==> src/rtl/rv_pkg.sv <==
// Shared write-back types: register index and the {rd, data} bundle
// carried by the long-latency FIFO and the register-file write port.
package rv_pkg;

  localparam int XLEN = 32;
  localparam int NREG = 32;

  typedef logic [4:0] reg_idx_t;

  typedef struct packed {
    reg_idx_t          rd;
    logic [XLEN-1:0]   data;
  } wb_req_t;

endpackage

==> src/rtl/wb_fifo.sv <==
// Synchronous circular FIFO for long-latency write-back entries.
// Ports: clk, reset (async, active-high), push/din, pop/dout, full, empty, count.
module wb_fifo
  import rv_pkg::*;
#(
  parameter  int  DEPTH = 4,
  parameter  type T     = wb_req_t,
  localparam int  AW    = $clog2(DEPTH),
  localparam int  CW    = $clog2(DEPTH + 1)
) (
  input  logic          clk,
  input  logic          reset,
  input  logic          push,
  input  T              din,
  input  logic          pop,
  output T              dout,
  output logic          full,
  output logic          empty,
  output logic [CW-1:0] count
);

  T              mem [DEPTH];
  logic [AW-1:0] wptr;
  logic [AW-1:0] rptr;
  logic          do_push;
  logic          do_pop;

  assign full    = (count == CW'(DEPTH));
  assign empty   = (count == '0);
  assign do_push = push && !full;
  assign do_pop  = pop && !empty;
  assign dout    = mem[rptr];

  // Pointers wrap naturally since DEPTH is a power of two.
  always_ff @(posedge clk or posedge reset) begin
    if (reset) begin
      wptr  <= '0;
      rptr  <= '0;
      count <= '0;
    end else begin
      if (do_push) wptr <= wptr + AW'(1);
      if (do_pop)  rptr <= rptr + AW'(1);
      unique case ({do_push, do_pop})
        2'b10:   count <= count + CW'(1);
        2'b01:   count <= count - CW'(1);
        default: count <= count;
      endcase
    end
  end

  always_ff @(posedge clk) begin
    if (do_push) mem[wptr] <= din;
  end

endmodule

==> src/rtl/wb_arbiter.sv <==
// Write-back arbiter: ALU results (strict priority) merged with buffered
// long-latency results into the registered register-file write port
// (we3/A3/wr_data3), plus a pending-write scoreboard (busy).
// Ports: clk, reset (async, active-high); alu_valid/alu_rd/alu_data;
// ll_valid/ll_ready/ll_rd/ll_data; issue_valid/issue_rd; we3, A3, wr_data3;
// busy. Optional macro WB_STATS_EN adds defer_cnt and ll_full_cnt.
module wb_arbiter
  import rv_pkg::*;
#(
  parameter  int XLEN  = rv_pkg::XLEN,
  parameter  int DEPTH = 4,
  parameter  int NREG  = rv_pkg::NREG,
  localparam int CW    = $clog2(DEPTH + 1)
) (
  input  logic            clk,
  input  logic            reset,
  input  logic            alu_valid,
  input  reg_idx_t        alu_rd,
  input  logic [XLEN-1:0] alu_data,
  input  logic            ll_valid,
  output logic            ll_ready,
  input  reg_idx_t        ll_rd,
  input  logic [XLEN-1:0] ll_data,
  input  logic            issue_valid,
  input  reg_idx_t        issue_rd,
  output logic            we3,
  output reg_idx_t        A3,
  output logic [XLEN-1:0] wr_data3,
  output logic [NREG-1:0] busy
`ifdef WB_STATS_EN
  ,
  output logic [15:0]     defer_cnt,
  output logic [15:0]     ll_full_cnt
`endif
);

  wb_req_t         head;
  wb_req_t         ll_req;
  logic            fifo_full;
  logic            fifo_empty;
  logic [CW-1:0]   fifo_count;
  logic            alu_win;
  logic            push;
  logic            pop;
  logic [NREG-1:0] busy_nxt;

  // x0 writes are dropped: they neither win arbitration nor get stored.
  assign alu_win  = alu_valid && (alu_rd != '0);
  assign pop      = !alu_win && !fifo_empty;

  // Ready comes only from the registered count, so a full FIFO
  // refuses a push even in a cycle where it pops.
  assign ll_ready = (fifo_count != CW'(DEPTH));
  assign push     = ll_valid && !fifo_full && (ll_rd != '0);

  assign ll_req.rd   = ll_rd;
  assign ll_req.data = ll_data;

  wb_fifo #(
    .DEPTH (DEPTH),
    .T     (wb_req_t)
  ) u_fifo (
    .clk   (clk),
    .reset (reset),
    .push  (push),
    .din   (ll_req),
    .pop   (pop),
    .dout  (head),
    .full  (fifo_full),
    .empty (fifo_empty),
    .count (fifo_count)
  );

  always_ff @(posedge clk or posedge reset) begin
    if (reset) begin
      we3      <= 1'b0;
      A3       <= '0;
      wr_data3 <= '0;
    end else begin
      we3 <= alu_win || pop;
      unique case (1'b1)
        alu_win: begin
          A3       <= alu_rd;
          wr_data3 <= alu_data;
        end
        pop: begin
          A3       <= head.rd;
          wr_data3 <= head.data;
        end
        default: begin
          A3       <= A3;
          wr_data3 <= wr_data3;
        end
      endcase
    end
  end

  // Clear on write-back of a buffered entry; a same-cycle issue to
  // the same register is applied afterwards so set wins.
  always_comb begin
    busy_nxt = busy;
    if (pop)
      busy_nxt[head.rd] = 1'b0;
    if (issue_valid && (issue_rd != '0))
      busy_nxt[issue_rd] = 1'b1;
    busy_nxt[0] = 1'b0;
  end

  always_ff @(posedge clk or posedge reset) begin
    if (reset) busy <= '0;
    else       busy <= busy_nxt;
  end

`ifdef WB_STATS_EN
  always_ff @(posedge clk or posedge reset) begin
    if (reset) begin
      defer_cnt   <= '0;
      ll_full_cnt <= '0;
    end else begin
      if (alu_win && !fifo_empty && (defer_cnt != 16'hFFFF))
        defer_cnt <= defer_cnt + 16'd1;
      if (ll_valid && !ll_ready && (ll_full_cnt != 16'hFFFF))
        ll_full_cnt <= ll_full_cnt + 16'd1;
    end
  end
`endif

endmodule

==> config.mk <==
export PLATFORM = sky130hd
export DESIGN_NAME = wb_arbiter
export DESIGN_NICKNAME = d
export VERILOG_FILES = /design/src/rtl/rv_pkg.sv /design/src/rtl/wb_fifo.sv /design/src/rtl/wb_arbiter.sv
export SDC_FILE = /design/constraint.sdc
export NUM_CORES = 1
export LEC_CHECK = 0
export ABC_AREA = 1
export BUFFER_PORTS_ARGS = -buffer_cell sky130_fd_sc_hd__buf_2
export CORE_UTILIZATION = 30
export CTS_BUF_LIST = sky130_fd_sc_hd__clkbuf_4 sky130_fd_sc_hd__clkbuf_8
export DETAILED_ROUTE_END_ITERATION = 6
export PLACE_DENSITY = 0.47
export SETUP_SLACK_MARGIN = 0.1
export SLEW_MARGIN = 10
export SYNTH_ARGS = -nofsm -noshare
export SYNTH_HDL_FRONTEND = slang
export SYNTH_SLANG_ARGS = --single-unit
export TNS_END_PERCENT = 1
==> constraint.sdc <==
create_clock -name clk -period 3.2 [get_ports clk]
set_input_delay 0.48 -clock clk [delete_from_list [all_inputs] [get_ports clk]]
set_output_delay 0.48 -clock clk [all_outputs]
set_load 0.03 [all_outputs]
==> metrics.md <==
| Metric | Value |
|---|---|
| Status | `complete, no violations` |
| Post-Syn Area | `9270 um^2` |
| Commonest non-fill, non-tap cell in the layout | `nand2_1` |
| Main synth FF type | `edfxtp_1` |
| Syn Area/Cell | `10.6 um^2` |
| CP Launch Type | `flip-flop` |
| Multi-input logic area | `2640 um^2` |
| Setup TNS | `0 ns` |
| Post-cts sizing count | `0` |
| Post-Syn Instances | `873` |
| Relative slew slack | `0.429` |
| Initial Util | `0.309` |
| Adder-Cell Fraction of Synth Area | `0.00891` |
| Final Hold Fails | `0` |
| RD Place Congestion | `0.759` |
| Ys async rst share | `0.339` |
| GRT Total Usage | `0.156` |
| Most used cell along the critical path | `inv_2` |
| Fillers | `2985` |
| Compound-Gate Fraction of Synth Area | `0.0456` |
| First-pass GRT wire length | `37400 um` |
| Number of port buffers | `153` |
| Metal3 WL | `1370 um` |
| Synth unique cells | `34` |
| Die Wd | `178 um` |
| Max_cap viols | `0` |
| Worst vdd ir | `0.329 mV` |
| Post-route ant nets | `0` |
| Num rows | `63` |
| Critical path arrival | `2.80 ns` |
| Total Wirelength | `24000 um` |
| Highest routed layer | `met5` |
| Maximum clock path buffer count | `3` |
| Slew @ Worst Pin | `0.856 ns` |
| Max Transition Viols Final | `0` |
| Worst skew pair latency | `0.55 ns` |
| Number of synthesized flops with an enable pin | `148` |
| Remaining Overflow, GRT | `0` |
| Total power | `0.0111 W` |
| CORE AREA | `30000 um^2` |
| Setup Skew | `0.0244 ns` |
| Synth warn | `0` |
| Xor and xnor area share after synthesis | `0.00378` |
| Die Area | `31600 um^2` |
| Die H | `178 um` |
| Post-Syn Nets | `963` |
| Wire length on met1 | `11000 um` |
| Share of cells above drive strength 1 | `0.243` |
| Clk root buf | `clkbuf_8` |
| Placed Cells incl. Taps | `1396` |
| NumNets Final | `1139` |
| Max stage delay cell, worst path | `dfrtp_1` |
| Post-DP HPWL | `15300 um` |
| Register Area | `6350 um^2` |
| Drt pass-1 iters | `4` |
| # hold bufs at CTS | `0` |
| Largest net degree at the start of global routing | `78` |
| Commonest non-fill, non-tap cells in the layout | `326 x nand2_1, 153 x buf_2, 148 x edfxtp_1` |
| Seq/Total Area, Yosys | `0.685` |
| Final period util | `0.742` |
| RSZ-0062 raised after global routing | `no` |
| Pwr dens | `983 nW/um^2` |
| WS Path Type | `flip-flop to flip-flop` |
| Crit-path cells | `nor3_4 -> inv_2 -> nand2_4 -> inv_2 -> ha_1 -> fa_1 -> a21oi_1 -> o21ai_0 -> xnor2_1` |
| Syn-to-layout area delta | `22.2%` |
| Clock tree from TritonCTS | `done` |
| Initial antenna violation count | `2` |
| CP max stage delay | `0.45 ns` |
| Routed WL per cell | `16.3 um` |
| Critical path required time | `3.63 ns` |
| Worst setup EP type | `flip-flop` |
| Vias/cell | `4.52` |
| Starting DRT DRC Count | `375` |
| Layout Utilization | `0.377` |
| FF+latch count, synth | `224` |
| Clock Pin Slew Worst Setup and Hold Paths | `0.06 ns` |
| Clock net sink count | `224` |
| Mux cell area share after synthesis | `0.00122` |
| Setup bufs post-CTS | `0` |
| WL met2 | `11000 um` |
| Remaining DRCs | `0` |
| Simple-Gate Fraction of Synth Area | `0.222` |
| H-tree levels | `2` |
| Hold Crit Class | `input pin to asynchronous set/reset pin` |
| Post-route insts no fill | `1472` |
| Total CTS buffers | `41` |
| Top-Level Pins | `155` |
| Largest family of logic cells by synthesized area | `simple AND/OR/NAND/NOR gates` |
| Leak | `4.76 nW` |
| Final setup fails | `0` |
| CP max FO | `22` |
| F_max | `421 MHz` |
| Fin crit period | `2.37 ns` |
| Vias in the first global route | `6675` |
| Via count | `6652` |
-- worst paths after layout --
check                                      from              end  slack [ns]  cells past startpoint
worst max-delay path            u_fifo.count[0]  u_fifo.count[2]        0.83                      9
worst min-delay path                      reset     wr_data3[13]        0.09                      2
min in group clk                    alu_data[4]      wr_data3[4]        0.15                      3
worst max register to register  u_fifo.count[0]  u_fifo.count[2]        0.83                      9
max in group asynchronous                 reset         busy[23]        2.44                      3
worst min register to register          busy[6]          busy[6]        0.47                      2
-- final cells by class --
class / count / share of cell area
inverter: 30 / 0.0101
antenna: 1 / 0.000221
timing repair buffer: 168 / 0.0820
clock inverter: 25 / 0.0149
clock buffer: 50 / 0.0558
sequential: 224 / 0.561
tap: 390 / 0.0431
multi-input combinational: 584 / 0.233
-- logic make-up after synthesis --
family | after synthesis
DFF | 224
adders and majority gates | 6
buffers and inverters | 65
xor gates and xnor gates | 4
other | 1
and+or+nand+nor | 494
AOI/OAI and AO/OA | 78
muxes | 1
-- registers in the layout, summed over array words and instances (netlist names) --
| register | count |
|---|---|
| u_fifo.mem | 148 |
| wr_data3 | 32 |
| busy | 31 |
| A3 | 5 |
| u_fifo.count | 3 |
| u_fifo.rptr | 2 |
| u_fifo.wptr | 2 |
| we3 | 1 |
-- worst max-delay path: cells and delay by family (launching register included) --
family | cells | cell delay [ns]
adder cells (fa/ha/maj) | 2 | 0.62
flip-flops | 1 | 0.45
buffers and inverters | 2 | 0.15
AO/OA/AOI/OAI | 2 | 0.25
XOR/XNOR | 1 | 0.13
AND/OR/NAND/NOR | 2 | 0.67
-- cells in the mapped netlist, types with 7 or more instances --
| master | n | area share |
|---|---|---|
| a21oi_1 | 13 | 0.0070 |
| nor2_2 | 7 | 0.0047 |
| o21ai_1 | 18 | 0.0097 |
| nor3_1 | 11 | 0.0059 |
| o21ai_0 | 26 | 0.014 |
| inv_1 | 23 | 0.0093 |
| nor2_1 | 74 | 0.030 |
| buf_2 | 21 | 0.011 |
| edfxtp_1 | 148 | 0.48 |
| nand3_1 | 61 | 0.033 |
| dfrtp_1 | 76 | 0.21 |
| nand2_1 | 326 | 0.13 |
| o22ai_1 | 16 | 0.011 |
-- report_power, final --
group | total, W | internal (W) | switching [W]
combinational | 0.00410 | 0.00113 | 0.00297
clock | 0.00267 | 0.00148 | 0.00120
sequential | 0.00435 | 0.00396 | 0.000393
total | 0.0111 | 0.00657 | 0.00456
-- routing by layer --
| layer | up-vias | global-route usage |
|---|---|---|
| met5 | - | 0 |
| met4 | 2 | 0.0627 |
| met3 | 52 | 0.0336 |
| met2 | 181 | 0.257 |
| met1 | 3123 | 0.199 |
| li1 | 3294 | - |
-- metrics by stage --
step	area (um^2)	setup slack, ns	hold slack, ns
final	11300	0.825	0.0850
after global routing	11300	0.668	0.117
after CTS	11300	0.777	0.0972
after detailed placement	10500	0.695	0.454
after global placement	10500	0.752	0.451
after floorplan	9270	0.125	0.519
Power figures use the tool's default switching activity.
